$ cat config.mk
export PLATFORM = sky130hd
export DESIGN_NAME = rr_onehot_arbiter_flat
export DESIGN_NICKNAME = d
export VERILOG_FILES = /design/src/rtl/rr_onehot_arbiter_if.sv /design/src/rtl/rr_onehot_arbiter.sv /design/src/flat_wrapper.sv
export SDC_FILE = /design/constraint.sdc
export NUM_CORES = 1
export LEC_CHECK = 0
export CAP_MARGIN = 20
export CORE_MARGIN = 4
export CORE_UTILIZATION = 40
export DETAILED_ROUTE_END_ITERATION = 6
export PLACE_DENSITY_LB_ADDON = 0.25
export REMOVE_ABC_BUFFERS = 1
export SYNTH_ARGS = -nofsm -noshare
export SYNTH_HDL_FRONTEND = slang
export SYNTH_SLANG_ARGS = --single-unit
$ cat constraint.sdc
create_clock -name clk -period 1.8 [get_ports clk]
set_clock_uncertainty 0.2 [all_clocks]
set_input_delay 0.54 -clock clk [delete_from_list [all_inputs] [get_ports clk]]
set_output_delay 0.54 -clock clk [all_outputs]
set_load 0.02 [all_outputs]
$ cat src/rtl/rr_onehot_arbiter_if.sv
// Request/grant bundle between a set of requesters and the round-robin arbiter.
// The master side drives requests and releases; the slave side returns the grant.
interface rr_onehot_arbiter_if #(
  parameter int N = 4
);
  localparam int IW = (N > 1) ? $clog2(N) : 1;

  logic [N-1:0]  req;
  logic          done;
  logic [N-1:0]  gnt;
  logic          gnt_valid;
  logic [IW-1:0] gnt_id;
  logic          timeout;

  modport master (
    output req,
    output done,
    input  gnt,
    input  gnt_valid,
    input  gnt_id,
    input  timeout
  );

  modport slave (
    input  req,
    input  done,
    output gnt,
    output gnt_valid,
    output gnt_id,
    output timeout
  );
endinterface

$ cat src/rtl/rr_onehot_arbiter.sv
// Round-robin arbiter with a registered one-hot grant, release on done/request drop,
// and a hold timer that revokes a grant after MAX_HOLD consecutive cycles.
module rr_onehot_arbiter #(
  parameter int N        = 4,
  parameter int MAX_HOLD = 8
) (
  input logic             clk,
  input logic             rst,
  rr_onehot_arbiter_if.slave arb
);
  localparam int IW = (N > 1) ? $clog2(N) : 1;
  localparam int HW = (MAX_HOLD > 1) ? $clog2(MAX_HOLD) : 1;
  localparam logic [HW-1:0] HOLD_LAST = HW'(MAX_HOLD - 1);
  localparam logic [IW-1:0] LAST_ID   = IW'(N - 1);

  typedef enum logic {IDLE, GRANT} state_t;

  state_t        state_q, state_d;
  logic [N-1:0]  gnt_q, gnt_d;
  logic          gntValid_q, gntValid_d;
  logic [IW-1:0] gntId_q, gntId_d;
  logic [IW-1:0] ptr_q, ptr_d;
  logic [HW-1:0] hold_q, hold_d;
  logic          timeout_q, timeout_d;

  logic          ownerReq;
  logic          timerHit;
  logic          releaseNow;
  logic [IW-1:0] nextPtr;
  logic [N-1:0]  maskedReq;
  logic [IW:0]   idlePick;
  logic [IW:0]   relPick;

  // Returns {found, index} of the first set bit scanning upward from p with wraparound.
  function automatic logic [IW:0] pick(input logic [N-1:0] r, input logic [IW-1:0] p);
    logic          found;
    logic [IW-1:0] idx;
    found = 1'b0;
    idx   = '0;
    for (int i = 0; i < N; i++) begin
      logic [IW-1:0] k;
      k = IW'((int'(p) + i) % N);
      if (!found && r[k]) begin
        found = 1'b1;
        idx   = k;
      end
    end
    return {found, idx};
  endfunction

  assign ownerReq   = arb.req[gntId_q];
  assign timerHit   = (hold_q == HOLD_LAST);
  assign releaseNow = arb.done | ~ownerReq | timerHit;
  assign nextPtr    = (gntId_q == LAST_ID) ? '0 : gntId_q + IW'(1);
  // The grant register is one-hot on the owner, so it doubles as the release mask.
  assign maskedReq  = arb.req & ~gnt_q;
  assign idlePick   = pick(arb.req, ptr_q);
  assign relPick    = pick(maskedReq, nextPtr);

  always_comb begin
    state_d    = state_q;
    gnt_d      = gnt_q;
    gntValid_d = gntValid_q;
    gntId_d    = gntId_q;
    ptr_d      = ptr_q;
    hold_d     = hold_q;
    timeout_d  = 1'b0;
    case (state_q)
      IDLE: begin
        if (idlePick[IW]) begin
          state_d             = GRANT;
          gnt_d               = '0;
          gnt_d[idlePick[IW-1:0]] = 1'b1;
          gntValid_d          = 1'b1;
          gntId_d             = idlePick[IW-1:0];
          hold_d              = '0;
        end
      end
      GRANT: begin
        if (releaseNow) begin
          ptr_d     = nextPtr;
          timeout_d = timerHit & ~arb.done & ownerReq;
          hold_d    = '0;
          gnt_d     = '0;
          if (relPick[IW]) begin
            gnt_d[relPick[IW-1:0]] = 1'b1;
            gntValid_d             = 1'b1;
            gntId_d                = relPick[IW-1:0];
          end else begin
            state_d    = IDLE;
            gntValid_d = 1'b0;
            gntId_d    = '0;
          end
        end else if (hold_q != HOLD_LAST) begin
          hold_d = hold_q + HW'(1);
        end
      end
      default: begin
        state_d    = IDLE;
        gnt_d      = '0;
        gntValid_d = 1'b0;
        gntId_d    = '0;
      end
    endcase
  end

  always_ff @(posedge clk or posedge rst) begin
    if (rst) begin
      state_q    <= IDLE;
      gnt_q      <= '0;
      gntValid_q <= 1'b0;
      gntId_q    <= '0;
      ptr_q      <= '0;
      hold_q     <= '0;
      timeout_q  <= 1'b0;
    end else begin
      state_q    <= state_d;
      gnt_q      <= gnt_d;
      gntValid_q <= gntValid_d;
      gntId_q    <= gntId_d;
      ptr_q      <= ptr_d;
      hold_q     <= hold_d;
      timeout_q  <= timeout_d;
    end
  end

  assign arb.gnt       = gnt_q;
  assign arb.gnt_valid = gntValid_q;
  assign arb.gnt_id    = gntId_q;
  assign arb.timeout   = timeout_q;
endmodule
$ cat src/flat_wrapper.sv
// flat-port wrapper written by rule: the top's interface ports become plain ports
module rr_onehot_arbiter_flat 
#(
  parameter int N        = 4,
  parameter int MAX_HOLD = 8
)
  (clk, rst, arb_req, arb_done, arb_gnt, arb_gnt_valid, arb_gnt_id, arb_timeout);
  rr_onehot_arbiter_if #(.N(N)) arb_i ();
  input logic clk;
  input logic rst;
  input wire logic [$bits(arb_i.req)-1:0] arb_req;
  input wire logic [$bits(arb_i.done)-1:0] arb_done;
  output wire logic [$bits(arb_i.gnt)-1:0] arb_gnt;
  output wire logic [$bits(arb_i.gnt_valid)-1:0] arb_gnt_valid;
  output wire logic [$bits(arb_i.gnt_id)-1:0] arb_gnt_id;
  output wire logic [$bits(arb_i.timeout)-1:0] arb_timeout;
  assign arb_i.req = arb_req;
  assign arb_i.done = arb_done;
  assign arb_gnt = arb_i.gnt;
  assign arb_gnt_valid = arb_i.gnt_valid;
  assign arb_gnt_id = arb_i.gnt_id;
  assign arb_timeout = arb_i.timeout;
  rr_onehot_arbiter #(.N(N), .MAX_HOLD(MAX_HOLD)) u_core (.clk(clk), .rst(rst), .arb(arb_i));
endmodule
==> flow_summary_export.csv <==
group,metric,value,unit
route,drt_pass1_iterations,4,
placement,hpwl,2140,um
cts,cts.clk_slew.worst_paths,90,ps
final_layout,num-fill-cells,194,
route,wirelength,3510,um
cts,cts_buffers,3,
floorplan,ios,15,
synthesis,synth_top_family_by_area,"compound AO/OA/AOI/OAI gates",
power,seq_power_share,19.4,%
final_layout,final-seq-area,353,sq um
power,leakagePower,0.723,nW
sta,timing.fmax,0.485,GHz
synthesis,synthCells,111,
critical_path,path_depth,7,
sta,finalHoldViolCount,0,
cts,clkLatencyLatePin,290,ps
route,drt-vias-per-instance,5.89,
final_layout,antenna_cells,0,
sta,worst_slack,-261,ps
cts,cts_sinks,14,
route,first_iter_violations,58,
status,status,"finished with violations",
critical_path,worstPathCellList,"buf_12, ha_4, buf_4, o21ai_0, o221ai_2, a211oi_1, o32a_1",
sta,grt_setup_unrepaired,"yes",
synthesis,synthAdderAreaFrac,3.67,%
critical_path,cpPeakStageDelay,470,ps
power,irDropWorstVdd,0.00114,V
critical_path,cp_top_family,"compound AO/OA/AOI/OAI gates",
synthesis,ys_warn_count,0,
status,violations,"negative setup slack",
floorplan,die_height,58.6,um
global_route,grt_pass1_wl,5480,um
synthesis,syn_area_per_cell,9.22,sq um
power,p_sw_share,44.1,%
critical_path,reg2reg_depth,7,
power,pwr-share-comb,74.6,%
sta,setup_viol,14,
final_layout,layout-drive-gt1-share,51.0,%
power,p_sw,1.35,mW
critical_path,cp.arrival,2080,ps
final_layout,nets,169,
power,power_density,1830,nW/um^2
synthesis,synth-seq-cells,14,
final_layout,multi_input_area,790,sq um
synthesis,synth_simple_gate_area_share,23.3,%
final_layout,syn_to_final_growth,63.4,%
synthesis,synthXorXnorAreaFrac,0,%
synthesis,yosysSeqAreaShare,34.2,%
placement,place_congestion,0.864,
route,drc,0,
floorplan,design.core.area,2450,sq um
cts,cts.path.max_buffers,2,
power,p_int,1.71,mW
critical_path,cp_max_fo,6,
floorplan,dieArea,3430,sq um
global_route,grt_pass1_vias,1197,
critical_path,crit_buf_inv,2,
flow_run,drv_cap,0,
sta,tightest_slew,414,ps
floorplan,rows,18,
sta,fin_crit_sh,114,%
final_layout,fin_util,68.1,%
sta,relSlewSlack,72.2,%
critical_path,critPathRequiredTime,1820,ps
placement,io_buffers,14,
global_route,overflow,0,
cts,cts_root_buf,"clkbuf_4",
sta,period_needed,2060,ps
critical_path,path_class,"reg2reg",
synthesis,synth_compound_area_share,26.7,%
final_layout,final_common_cell,"buf_4",
route,routedWlPerCell,18.8,um
hold_path,min_path_type,"in2async",
cts,cts_tree,"done",
global_route,grt_max_degree,15,
floorplan,start_util,41.7,%
global_route,antenna_found_initial,0,
global_route,grt_usage,21.2,%
critical_path,slowest_stage,"dfrtp_2",
critical_path,cp-start-kind,"flop",
cts,cts_max_level,1,
critical_path,critPathCaptureType,"flop",
sta,finalMaxSlewViolations,0,
power,pwr-share-clk,6.0,%
final_layout,mostFrequentLayoutCells,"buf_4, buf_6, dfrtp_1, dlygate4sd2_1, nor2_1",
route,detailroute.via_count,1101,
floorplan,fp.dieW,58.6,um
route,ant_nets,0,
sta,setup_tns,-2200,ps
synthesis,synth.area.mux_share,5.75,%
synthesis,ys_types,41,
synthesis,syn_area,1020,sq um
layer usage:
layer  global-route usage, %  share of wire [%]  up-vias
met5                       0                  0        -
li1                        -                  -      511
met1                    24.0                 40      537
met2                    35.7                 50       36
met3                    3.73                5.2       17
met4                    15.2                4.8        0
synth_stat cells:
| library cell | number | area share [%] |
|---|---|---|
| nor2b_1 | 3 | 1.8 |
| mux2i_1 | 1 | 0.98 |
| clkbuf_1 | 2 | 0.73 |
| o211ai_1 | 1 | 0.73 |
| o32a_1 | 2 | 2.0 |
| or3_1 | 1 | 0.61 |
| a311oi_1 | 1 | 0.86 |
| inv_1 | 4 | 1.5 |
| and2_1 | 1 | 0.61 |
| buf_4 | 2 | 1.5 |
| nor4_2 | 1 | 1.2 |
| a21oi_1 | 7 | 3.4 |
| o21ai_0 | 4 | 2.0 |
| nor2_2 | 1 | 0.61 |
| nor3_1 | 2 | 0.98 |
| buf_6 | 2 | 2.2 |
| nand2b_1 | 4 | 2.4 |
| nor2_1 | 10 | 3.7 |
| buf_2 | 1 | 0.49 |
| and2b_1 | 2 | 1.5 |
| mux2_2 | 2 | 2.2 |
| nor3b_1 | 3 | 2.2 |
| o21ba_2 | 1 | 0.98 |
| ha_1 | 3 | 3.7 |
| a211oi_1 | 3 | 2.2 |
| nor4b_4 | 1 | 2.3 |
| o21bai_1 | 2 | 1.5 |
| nand2_1 | 6 | 2.2 |
| o21ai_1 | 4 | 2.0 |
| dfrtp_1 | 14 | 34 |
| a22oi_1 | 3 | 2.2 |
| a221oi_2 | 1 | 1.5 |
| o221ai_1 | 1 | 0.86 |
| o21a_1 | 1 | 0.73 |
| mux2_1 | 1 | 1.1 |
| a22o_1 | 2 | 1.7 |
| o22ai_1 | 4 | 2.4 |
| mux2_4 | 1 | 1.5 |
| nor3_2 | 2 | 2.0 |
| nor4_1 | 2 | 1.2 |
| o22a_1 | 2 | 1.7 |
logic make-up after synthesis:
| logic type | count (synthesis) |
|---|---|
| flip-flops | 14 |
| multiplexers | 5 |
| AND/OR/NAND/NOR | 39 |
| AO/OA/AOI/OAI | 39 |
| buffers and inverters | 11 |
| adder cells (fa/ha/maj) | 3 |
worst register-to-register path, cell delays in order (launching register included):
cell	delay, ps
dfrtp_2	470
buf_12	140
ha_4	260
buf_4	160
o21ai_0	120
o221ai_2	170
a211oi_1	260
o32a_1	220
power groups by stage:
stage                     registers [mW]  clock network, mW  logic, mW
after global placement             0.575                  0       1.50
after global routing               0.610              0.206       2.43
after floorplan                    0.641                  0      0.840
final                              0.595              0.182       2.29
after CTS                          0.584              0.182       1.98
after detailed placement           0.578                  0       1.55
path summary, 6_finish.rpt:
check	end	slack, ps	from
worst max-delay path	u_core.arb.gnt[0]	-260	u_core.arb.gnt_id[1]
worst min-delay path	u_core.hold_q[0]	340	rst
worst max register to register	u_core.arb.gnt[0]	-260	u_core.arb.gnt_id[1]
worst min register to register	u_core.arb.gnt[3]	340	u_core.arb.gnt[3]
max in group asynchronous	u_core.arb.gnt_id[1]	880	rst
min in group clk	u_core.arb.gnt[3]	340	u_core.arb.gnt[3]
final cells by class:
type / instances / area share (%)
timing repair buffer: 50 / 27.2
clock buffer: 3 / 1.35
tap: 30 / 2.24
inverter: 4 / 0.898
sequential: 14 / 21.1
multi-input combinational: 86 / 47.2
metrics by stage:
stage	worst slack, ps	area, sq um	hold slack [ps]	total power, mW	std cells
2_1_floorplan	-399	973	229	1.48	104
3_3_place_gp	-640	1330	293	2.08	172
3_5_place_dp	-667	1330	303	2.13	172
4_1_cts	-166	1580	340	2.74	182
5_1_grt	-297	1670	370	3.24	187
6_report	-261	1670	337	3.06	187
sequential cells by signal, summed over array words and instances, names as in the netlist:
| name | cells |
|---|---|
| u_core.arb.gnt | 4 |
| u_core.hold_q | 3 |
| u_core.arb.gnt_id | 2 |
| u_core.ptr_q | 2 |
| u_core.arb.gnt_valid | 1 |
| u_core.arb.timeout | 1 |
| u_core.state_q | 1 |
timing repair:
item	4_1_cts	5_1_grt
pin swaps	15	9
endpoints found under the setup margin	22	18
hold buffers	0	0
endpoints found under the hold margin	0	0
gates resized for setup	57	19
buffers inserted	7	5
Note: power is estimated with default switching activity, not from simulation.
